### src/rtl/pc_fetch.sv
// pc_fetch
//   Fetch-stage PC register and instruction-fetch controller. It sits directly
//   after the PC-select mux, holds the current fetch PC and keeps at most one
//   instruction-memory request outstanding. The 32-bit response goes into a
//   one-entry buffer that is handed to decode as {pc, inst} over valid/ready.
//   A redirect reloads the PC and squashes any in-flight or buffered fetch.
//
// Ports
//   clock, reset        system clock, asynchronous active-high reset
//   next_pc, redirect   target PC and load strobe from the PC-select mux
//   imem_req_*          request channel (valid/ready), imem_addr = fetch PC
//   imem_resp_*         response channel (valid only, no backpressure)
//   id_valid/id_ready   handshake to decode
//   id_pc, id_inst      buffered PC and instruction presented to decode
//   id_misalign         instruction-address-misaligned flag
//
// Build option
//   PC_MISALIGN_CHECK_EN: a redirect to an address with next_pc[1:0] != 0
//   skips the memory and presents a NOP flagged id_misalign=1 to decode.
//   When undefined, id_misalign is always 0 and next_pc[1:0] is cleared on
//   every PC load.
//
// state  | meaning
// S_REQ  | request presented at pc_q, waiting for imem_req_ready
// S_WAIT | one request outstanding, waiting for imem_resp_valid
// S_FULL | buffer holds an entry for decode, waiting for id_ready
module pc_fetch #(
    parameter int              PC_W     = 64,
    parameter logic [PC_W-1:0] RESET_PC = PC_W'(64'h0000_0000_8000_0000)
) (
    input  logic            clock,
    input  logic            reset,
    input  logic [PC_W-1:0] next_pc,
    input  logic            redirect,
    output logic            imem_req_valid,
    input  logic            imem_req_ready,
    output logic [PC_W-1:0] imem_addr,
    input  logic            imem_resp_valid,
    input  logic [31:0]     imem_resp_data,
    output logic            id_valid,
    input  logic            id_ready,
    output logic [PC_W-1:0] id_pc,
    output logic [31:0]     id_inst,
    output logic            id_misalign
);

    localparam logic [31:0]     NOP_INST   = 32'h0000_0013;
    localparam logic [PC_W-1:0] PC_STEP    = PC_W'(4);
    localparam logic [PC_W-1:0] ALIGN_MASK = ~PC_W'(3);

    typedef enum logic [1:0] {
        S_REQ  = 2'd0,
        S_WAIT = 2'd1,
        S_FULL = 2'd2
    } state_t;

    state_t          state_q, state_d;
    logic [PC_W-1:0] pc_q, pc_d;
    logic [PC_W-1:0] buf_pc_q, buf_pc_d;
    logic [31:0]     buf_inst_q, buf_inst_d;
    logic            buf_mis_q, buf_mis_d;
    logic            kill_q, kill_d;
    logic [PC_W-1:0] load_pc;
    logic            req_fire;

`ifdef PC_MISALIGN_CHECK_EN
    // Misaligned targets are handled by the override below, so the raw
    // target is loaded as-is.
    assign load_pc = next_pc;
    // A squashed response can still be in flight after a misaligned redirect
    // left S_WAIT; no new request goes out until it has been drained.
    assign imem_req_valid = (state_q == S_REQ) && !redirect && !kill_q;
`else
    assign load_pc = next_pc & ALIGN_MASK;
    assign imem_req_valid = (state_q == S_REQ) && !redirect;
`endif

    assign req_fire    = imem_req_valid && imem_req_ready;
    assign imem_addr   = pc_q;
    assign id_valid    = (state_q == S_FULL) && !redirect;
    assign id_pc       = buf_pc_q;
    assign id_inst     = buf_inst_q;
    assign id_misalign = buf_mis_q;

    always_comb begin
        state_d    = state_q;
        pc_d       = pc_q;
        kill_d     = kill_q;
        buf_pc_d   = buf_pc_q;
        buf_inst_d = buf_inst_q;
        buf_mis_d  = buf_mis_q;

`ifdef PC_MISALIGN_CHECK_EN
        // Drain of a squashed response outside S_WAIT.
        if (kill_q && imem_resp_valid && (state_q != S_WAIT)) begin
            kill_d = 1'b0;
        end
`endif

        case (state_q)
            S_REQ: begin
                if (redirect) begin
                    pc_d = load_pc;
                end else if (req_fire) begin
                    buf_pc_d = pc_q;
                    pc_d     = pc_q + PC_STEP;
                    state_d  = S_WAIT;
                end
            end
            S_WAIT: begin
                if (imem_resp_valid) begin
                    if (kill_q || redirect) begin
                        kill_d  = 1'b0;
                        state_d = S_REQ;
                        if (redirect) begin
                            pc_d = load_pc;
                        end
                    end else begin
                        buf_inst_d = imem_resp_data;
                        buf_mis_d  = 1'b0;
                        state_d    = S_FULL;
                    end
                end else if (redirect) begin
                    // Response still owed by memory; mark it to be dropped.
                    pc_d   = load_pc;
                    kill_d = 1'b1;
                end
            end
            S_FULL: begin
                if (redirect) begin
                    pc_d    = load_pc;
                    state_d = S_REQ;
                end else if (id_ready) begin
                    state_d = S_REQ;
                end
            end
            default: begin
                state_d = S_REQ;
            end
        endcase

`ifdef PC_MISALIGN_CHECK_EN
        if (redirect && (next_pc[1:0] != 2'b00)) begin
            state_d    = S_FULL;
            pc_d       = next_pc;
            buf_pc_d   = next_pc;
            buf_inst_d = NOP_INST;
            buf_mis_d  = 1'b1;
            // Still owed a response if one was outstanding and it does not
            // arrive this very cycle.
            kill_d     = ((state_q == S_WAIT) || kill_q) && !imem_resp_valid;
        end
`endif
    end

    always_ff @(posedge clock or posedge reset) begin
        if (reset) begin
            state_q    <= S_REQ;
            pc_q       <= RESET_PC;
            kill_q     <= 1'b0;
            buf_pc_q   <= '0;
            buf_inst_q <= NOP_INST;
            buf_mis_q  <= 1'b0;
        end else begin
            state_q    <= state_d;
            pc_q       <= pc_d;
            kill_q     <= kill_d;
            buf_pc_q   <= buf_pc_d;
            buf_inst_q <= buf_inst_d;
            buf_mis_q  <= buf_mis_d;
        end
    end

endmodule
### config.mk
export PLATFORM = sky130hd
export DESIGN_NAME = pc_fetch
export DESIGN_NICKNAME = d
export VERILOG_FILES = /design/src/rtl/pc_fetch.sv
export SDC_FILE = /design/constraint.sdc
export NUM_CORES = 1
export LEC_CHECK = 0
export ABC_AREA = 1
export CAP_MARGIN = 0
export CORE_MARGIN = 5
export CORE_UTILIZATION = 38
export CTS_BUF_LIST = sky130_fd_sc_hd__clkbuf_16
export DETAILED_ROUTE_END_ITERATION = 7
export GPL_ROUTABILITY_DRIVEN = 0
export HOLD_SLACK_MARGIN = 0.15
export PLACE_DENSITY = 0.66
export SKIP_LAST_GASP = 1
export SYNTH_ARGS = -nofsm -noshare
export SYNTH_HDL_FRONTEND = slang
export SYNTH_SLANG_ARGS = --single-unit
### constraint.sdc
create_clock -name clock -period 5.9 [get_ports clock]
set_input_delay 1.77 -clock clock [delete_from_list [all_inputs] [get_ports clock]]
set_output_delay 1.77 -clock clock [all_outputs]
set_load 0.01 [all_outputs]
==> impl_metrics.py, run 1 <==
metrics = {
    "die": {
        "start_util_pct": 38.5,
        "row_count": 56,
        "die_height_um": 164,
        "die-area_sq_um": 26900,
        "core_sq_um": 23400,
        "fp.dieW_um": 164,
        "ios": 265,
    },
    "route": {
        "via_per_inst": 4.97,
        "drtIter0Drc": 654,
        "drc": 0,
        "dr.pass1.iters": 5,
        "dr_total_vias": 8891,
        "postRouteAntennaNets": 0,
        "finalWirelength_mm": 31.5,
        "wl_per_cell_um": 17.6,
    },
    "synthesis": {
        "synth_cells": 1217,
        "synth_top_area_share_pct": 43.0,
        "yosys.area.top_type": "dfrtp_1",
        "synth_edf_count": 0,
        "yosysWarnings": 0,
        "synth-seq-cells": 159,
        "synth_area_sq_um": 9010,
        "synth_area_leaders": "dfrtp_1 43%, nand2_1 16%, nor2_1 7.5%, mux2_2 5.2%, inv_1 4.8%",
        "synth_cell_types": 39,
        "ys.flop_type": "dfrtp_1",
        "async_flop_share_pct": 100,
        "ys_seq_area_share_pct": 44.2,
        "avgSynthCellArea_sq_um": 7.41,
    },
    "setup_path": {
        "worstSetupEndpointType": "primary output",
        "start_kind": "input port",
        "regToRegSetupSlack_ps": 2470,
        "r2r_cells": 8,
        "r2r_end": "imem_addr[24]",
        "required_ps": 4130,
        "path_max_fanout": 6,
        "r2r-start": "state_q[1]",
        "critPathArrivalTime_ps": 3170,
        "critPathKind": "in2out",
    },
    "timing": {
        "setup_viol": 0,
        "drv_slew": 0,
        "finalCritPeriodShare_pct": 83.8,
        "worst_slew_pin_slew_ps": 818,
        "final-hold-violation-count": 0,
        "timing.fmax_mhz": 202,
        "fin_crit_ps": 4940,
        "rsz0062_at_grt": "false",
        "max-slew-margin-rel_pct": 45.4,
        "timing.final.ws_setup_ps": 956,
        "finClkSkew_ps": 11.1,
        "fin_tns_setup_ps": 0,
    },
    "global_routing": {
        "overflow": 0,
        "grt_pass1_wl_mm": 48.5,
        "grt_max_degree": 127,
        "grt_pass1_vias": 8699,
        "gr-usage-all-layers_pct": 23.4,
        "antenna_found_initial": 0,
    },
    "clock_network": {
        "clkSinkCount": 159,
        "cts_root_buffer": "clkbuf_16",
        "numCtsBuffers": 17,
        "clockBufferDepth": 2,
        "tritoncts": "built",
        "clk_latency_ps": 430,
        "ctsHoldBuffers": 0,
        "post_cts_buffers": 0,
        "cts_resized": 0,
        "htree_levels": 4,
        "clk_pin_slew_ps": 70,
    },
    "finish": {
        "drive_above_1_share_pct": 8.78,
        "layout_commonest_cell": "nand2_1",
        "utilization_pct": 53.3,
        "layout.nets": 1564,
        "stdcell_area_sq_um": 12500,
        "final_cell_mix": "378 x nand2_1, 257 x clkdlybuf4s50_1, 180 x nor2_1, 155 x dfrtp_1, 114 x inv_1",
        "area_growth_pct": 38.5,
    },
    "placement": {
        "dp_hpwl_mm": 24.3,
        "placed_area_sq_um": 11800,
        "portBuffers": 257,
        "pre_cts_ws_ps": 686,
    },
    "hold_path": {
        "worstHoldPathType": "reg2reg",
        "whs_endpoint": "id_pc[11]",
        "holdPathStages": 2,
        "worstHoldStart": "id_pc[11]",
    },
    "power_and_ir_drop": {
        "max-vdd-ir-drop_uv": 280,
        "leakagePower_nw": 5.67,
        "power_density_nw_per_um2": 562,
    },
    "run": {
        "cap_violations": 0,
    },
    "outcome": {
        "status": "completed",
    },
}
kinds of logic after synthesis:
group	Yosys count	share of synthesized area [%]
AND/OR/NAND/NOR	687	32.3
buffers and inverters	165	7.51
flip-flops	159	44.2
AO/OA/AOI/OAI	145	8.65
multiplexers	42	5.25
XOR/XNOR	12	1.17
adder cells (fa/ha/maj)	6	0.833
other	1	0.0416
stage by stage:
stage	hold WS, ps	cells	total power, W
after floorplan	519	1221	0.00410
after global placement	465	1756	0.00579
after detailed placement	472	1756	0.00585
after CTS	490	1788	0.00707
after global routing	506	1788	0.00758
final	486	1789	0.00702
routing by layer:
metal  track usage, %  vias to the layer above  wire length (um)
li1                 -                     4338                 -
met1             29.7                     4139             13200
met2             38.9                      355             14700
met3             6.07                       59              2830
met4             7.70                        0               815
met5                0                        -                 0
layout make-up:
type,instances,area [sq um]
multi-input cells,897,4380
inverters,119,450
fillers,2245,10900
repair buffers,262,2640
clock inverters,15,203
diodes,1,2.50
flip-flops and latches,159,3980
clock buffers,17,425
well taps,319,399
Yosys cell counts, drive strengths merged, types with 4 or more instances:
library cell,number
a22oi,4
xor2,12
o22ai,13
inv,119
dfrtp,155
nand3,70
a21oi,23
nand2,391
nand4,16
clkbuf,13
ha,6
dfstp,4
o21ai,96
buf,33
nor2,201
nor3,8
mux2,42
critical path, stage by stage:
cell and delay, ps:
clkdlybuf4s50_1 540, nor2_1 270, clkdlybuf4s50_1 600
sequential cells by signal (all words and copies together), names as in the netlist:
signal     cells
id_pc         62
imem_addr     62
id_inst       32
state_q        2
kill_q         1
worst max-delay path by stage:
stage	from	end	slack, ps	cells after the start
after CTS	redirect	imem_req_valid	950	3
after floorplan	reset	id_inst[10]	2120	1
final	redirect	imem_req_valid	960	3
after global routing	redirect	imem_addr[24]	830	8
after detailed placement	redirect	imem_addr[24]	690	8
after global placement	redirect	imem_addr[24]	740	8
where the power goes:
group | switching, W | internal, W
clock | 0.000509 | 0.000682
sequential | 0.000578 | 0.00166
combinational | 0.00193 | 0.00166
total | 0.00301 | 0.00400
Power figures use the tool's default switching activity.
==> inputs of run 2 (changes only) <==
==> constraint.sdc (replaced) <==
create_clock -name clock -period 3.97 [get_ports clock]
set_input_delay 1.191 -clock clock [delete_from_list [all_inputs] [get_ports clock]]
set_output_delay 1.191 -clock clock [all_outputs]
set_load 0.01 [all_outputs]
==> run 2 against run 1 <==
  * Clock power increased by 44%
  * Sequential share of layout area is 0.11 points lower
  * Utilization up 0.18 points
  * Worst setup slack worse by 640 ps
  * Non-clock buffer count is 9 higher
  * Die area did not move
  * Combinational power grew 50%
  * Global-route usage increased by 0.19 points
  * Final cell count up 0.45%
  * Count of clock-buffer cells in the layout is the same
  * First-iteration DRC count rose by 7.0%
==> impl_metrics.py, run 2 (same netlist as run 1, synthesis figures left out) <==
metrics = {
    "outcome": {
        "status": "completed",
    },
    "timing": {
        "fin_tns_setup_ps": 0,
        "finalCritPeriodShare_pct": 92.2,
        "finClkSkew_ps": 12.4,
        "worst_slew_pin_slew_ps": 820,
        "final-hold-violation-count": 0,
        "max-slew-margin-rel_pct": 45.4,
        "drv_slew": 0,
        "timing.fmax_mhz": 273,
        "rsz0062_at_grt": "false",
        "setup_viol": 0,
        "fin_crit_ps": 3660,
    },
    "finish": {
        "utilization_pct": 53.5,
        "layout.nets": 1573,
        "diodes": 0,
        "area_growth_pct": 38.9,
        "drive_above_1_share_pct": 9.34,
        "final_cell_count_no_fill": 1797,
        "n_fill_cell": 2285,
        "layout_commonest_cell": "nand2_1",
        "final_cell_mix": "378 x nand2_1, 257 x clkdlybuf4s50_1, 180 x nor2_1, 155 x dfrtp_1, 114 x inv_1",
    },
    "route": {
        "dr_total_vias": 8961,
        "postRouteAntennaNets": 0,
        "finalWirelength_mm": 31.9,
        "drc": 0,
        "wl_per_cell_um": 17.8,
        "dr.pass1.iters": 5,
        "drtIter0Drc": 700,
        "via_per_inst": 4.99,
    },
    "clock_network": {
        "htree_levels": 4,
        "post_cts_buffers": 0,
        "tritoncts": "built",
        "numCtsBuffers": 17,
        "clockBufferDepth": 2,
        "ctsHoldBuffers": 0,
        "cts_root_buffer": "clkbuf_16",
        "clkSinkCount": 159,
        "clk_pin_slew_ps": 70,
        "clk_latency_ps": 430,
        "cts_resized": 0,
    },
    "global_routing": {
        "overflow": 0,
        "grt_pass1_vias": 8739,
        "grt_max_degree": 127,
        "grt_pass1_wl_mm": 49.2,
        "gr-usage-all-layers_pct": 23.5,
        "antenna_found_initial": 1,
    },
    "setup_path": {
        "r2r-start": "state_q[0]",
        "r2r_cells": 10,
        "regToRegSetupSlack_ps": 1770,
        "critPathKind": "in2out",
        "path_max_fanout": 3,
        "critPathArrivalTime_ps": 2470,
        "required_ps": 2780,
        "r2r_end": "imem_addr[25]",
        "start_kind": "input port",
        "worstSetupEndpointType": "primary output",
    },
    "die": {
        "fp.dieW_um": 164,
        "start_util_pct": 38.5,
        "ios": 265,
        "row_count": 56,
        "core_sq_um": 23400,
        "die-area_sq_um": 26900,
        "die_height_um": 164,
    },
    "placement": {
        "dp_cells": 1765,
        "portBuffers": 257,
        "dp_hpwl_mm": 24.4,
    },
    "power_and_ir_drop": {
        "max-vdd-ir-drop_uv": 486,
        "leakagePower_nw": 5.70,
        "power_density_nw_per_um2": 832,
    },
    "hold_path": {
        "holdPathStages": 2,
        "worstHoldPathType": "reg2reg",
        "whs_endpoint": "id_pc[11]",
        "worstHoldStart": "id_pc[11]",
    },
    "run": {
        "cap_violations": 0,
    },
}
run 2: worst max-delay path, cell delays in order:
cell and delay, ps:
clkdlybuf4s50_1 440, nor2_1 240, clkdlybuf4s50_1 600
run 2: stage by stage:
| stage | instance area (sq um) | total power (W) | setup WS [ps] | hold slack [ps] |
|---|---|---|---|---|
| after floorplan | 9030 | 0.00609 | 767 | 519 |
| after global placement | 11900 | 0.00866 | 318 | 466 |
| after detailed placement | 11900 | 0.00876 | 303 | 473 |
| after CTS | 12500 | 0.0105 | 300 | 490 |
| after global routing | 12500 | 0.0113 | 257 | 501 |
| final | 12500 | 0.0104 | 311 | 487 |
run 2: final cells by class:
type	count	area (sq um)	area share, %
Clock buffer	17	425	3.40
Clock inverter	15	180	1.44
Inverter	119	450	3.60
Multi-Input combinational cell	897	4380	35.0
Sequential cell	159	3980	31.8
Tap cell	319	399	3.19
Timing Repair Buffer	271	2700	21.6
run 2: power breakdown:
group / total (W) / internal [W] / switching (W)
clock: 0.00171 / 0.000949 / 0.000758
sequential: 0.00333 / 0.00247 / 0.000862
combinational: 0.00538 / 0.00251 / 0.00287
run 2: worst max path at each step:
stage | from | to | slack, ps | cells after the start
after floorplan | reset | id_inst[10] | 770 | 1
after global placement | redirect | imem_req_valid | 320 | 3
after detailed placement | redirect | imem_req_valid | 300 | 3
after CTS | redirect | imem_req_valid | 300 | 3
after global routing | redirect | imem_req_valid | 260 | 3
final | redirect | imem_req_valid | 310 | 3
run 2: metal layers:
metal	part of all wire [%]	track usage (%)
met1	41	30.3
met2	47	39.0
met3	9.0	6.50
met4	2.6	6.79
met5	0.041	0
==> inputs of run 3 (changes only) <==
--- a/config.mk
+++ b/config.mk
@@ -13,7 +13,7 @@
 export DETAILED_ROUTE_END_ITERATION = 7
 export GPL_ROUTABILITY_DRIVEN = 0
 export HOLD_SLACK_MARGIN = 0.15
-export PLACE_DENSITY = 0.66
+export PLACE_DENSITY = 0.75
 export SKIP_LAST_GASP = 1
 export SYNTH_ARGS = -nofsm -noshare
 export SYNTH_HDL_FRONTEND = slang
==> run 3 against run 2 <==
  * Maximum frequency up 1.0%
  * Clock power grew 2%
  * First-iteration DRC count up 31%
  * Utilization is 0.16 points higher
  * Non-clock buffer count is 1 higher
  * Sequential power is essentially flat
  * Count of clock-buffer cells in the layout unchanged
  * Wire length shrank 2.0%
  * Clock skew decreased by 2.2 ps
==> impl_metrics.py, run 3 (same netlist as run 1, synthesis figures left out) <==
metrics = {
    "outcome": {
        "status": "completed",
    },
    "finish": {
        "drive_above_1_share_pct": 9.20,
        "multi_input_area_sq_um": 4380,
        "area_growth_pct": 39.3,
        "layout_commonest_cell": "nand2_1",
        "seq_area_sq_um": 3980,
        "stdcell_area_sq_um": 12600,
        "layout.nets": 1574,
        "n_fill_cell": 2220,
        "final_cell_mix": "378 x nand2_1, 257 x clkdlybuf4s50_1, 180 x nor2_1, 155 x dfrtp_1, 115 x inv_1",
    },
    "hold_path": {
        "holdPathStages": 2,
        "worstHoldStart": "id_pc[45]",
        "whs_endpoint": "id_pc[45]",
        "worstHoldPathType": "reg2reg",
    },
    "die": {
        "fp.dieW_um": 164,
        "ios": 265,
        "die-area_sq_um": 26900,
        "start_util_pct": 38.5,
        "row_count": 56,
        "core_sq_um": 23400,
        "die_height_um": 164,
    },
    "setup_path": {
        "cp_top_family": "buffers and inverters",
        "crit_start": "redirect",
        "path_max_fanout": 3,
        "critPathKind": "in2out",
        "critPathArrivalTime_ps": 2430,
        "r2r_cells": 10,
        "r2r_end": "imem_addr[38]",
        "cpPeakStageDelay_ps": 560,
        "r2r-start": "imem_addr[2]",
        "cp_num_buf_inv": 4,
        "path_cells": "clkdlybuf4s50_1 > inv_1 > nand2_1 > inv_1 > clkdlybuf4s50_1",
        "worstSetupEndpointType": "primary output",
        "required_ps": 2780,
        "regToRegSetupSlack_ps": 1780,
        "critical-path-slowest-cell": "clkdlybuf4s50_1",
        "start_kind": "input port",
    },
    "clock_network": {
        "cts_root_buffer": "clkbuf_16",
        "clkSinkCount": 159,
        "numCtsBuffers": 17,
        "tritoncts": "built",
        "ctsHoldBuffers": 0,
        "clk_latency_ps": 420,
        "post_cts_buffers": 0,
        "cts_resized": 0,
        "clk_pin_slew_ps": 60,
        "clockBufferDepth": 2,
        "htree_levels": 4,
    },
    "power_and_ir_drop": {
        "totalPowerFinal_w": 0.0105,
        "power_density_nw_per_um2": 836,
        "leakagePower_nw": 5.72,
        "max-vdd-ir-drop_uv": 429,
    },
    "timing": {
        "fin_tns_setup_ps": 0,
        "drv_slew": 0,
        "setup_viol": 0,
        "max-slew-margin-rel_pct": 49.0,
        "finClkSkew_ps": 10.2,
        "rsz0062_at_grt": "false",
        "worst_slew_pin_slew_ps": 759,
        "timing.fmax_mhz": 276,
        "finalCritPeriodShare_pct": 91.2,
        "final-hold-violation-count": 0,
        "fin_crit_ps": 3620,
    },
    "placement": {
        "dp_hpwl_mm": 24.1,
        "portBuffers": 257,
        "placed_area_sq_um": 11900,
    },
    "route": {
        "via_per_inst": 5.03,
        "postRouteAntennaNets": 0,
        "drtIter0Drc": 917,
        "wl_per_cell_um": 17.4,
        "finalWirelength_mm": 31.3,
        "dr_total_vias": 9048,
        "drc": 0,
        "dr.pass1.iters": 6,
    },
    "global_routing": {
        "grt_pass1_vias": 8879,
        "overflow": 0,
        "grt_pass1_wl_mm": 48.4,
        "grt_max_degree": 106,
        "gr-usage-all-layers_pct": 23.2,
        "antenna_found_initial": 2,
    },
    "run": {
        "cap_violations": 0,
    },
}
-- run 3: per-layer routing --
metal,vias to the layer above,part of all wire [%],GRT usage (%)
met5,-,0,0
met1,4211,41,30.7
li1,4365,-,-
met4,0,2.3,6.52
met2,419,48,38.0
met3,53,8.6,5.62
-- run 3: cell type report --
class                      instances  area share [%]
antenna                            2          0.0399
clock buffer                      17            3.39
clock inverter                    15            1.52
inverter                         119            3.59
multi-input combinational        897            34.9
sequential                       159            31.7
tap                              319            3.18
timing repair buffer             272            21.7
-- run 3: per-stage QoR --
step | hold slack [ps] | setup WS (ps) | std cells | utilization [%]
2_1_floorplan | 519 | 767 | 1221 | -
3_3_place_gp | 465 | 380 | 1766 | 51.0
3_5_place_dp | 473 | 361 | 1766 | 51.0
4_1_cts | 488 | 343 | 1798 | 53.6
5_1_grt | 506 | 305 | 1800 | 53.7
6_report | 483 | 348 | 1800 | 53.7
-- run 3: power breakdown --
part	switching [W]	leakage [nW]	internal, W	total [W]
clock network	0.000700	0.300	0.00105	0.00175
registers	0.000845	1.93	0.00247	0.00331
logic	0.00292	3.49	0.00252	0.00543
total	0.00446	5.72	0.00604	0.0105
-- run 3: how the worst max path moves through the flow --
stage	cells past startpoint	to	slack [ps]
after floorplan	1	id_inst[10]	770
after global placement	5	id_valid	380
after detailed placement	5	id_valid	360
after CTS	5	id_valid	340
after global routing	5	id_valid	300
final	5	id_valid	350
-- run 3: worst reg2reg max path: stages (launching register included) --
cell     delay [ps]
dfrtp_1         550
ha_1            330
inv_1           140
nor2_4          230
nand2_4         120
nor2_2          150
nand3_1         200
o21ai_0         220
nand2_1          70
nand2_1          60
inv_1            30
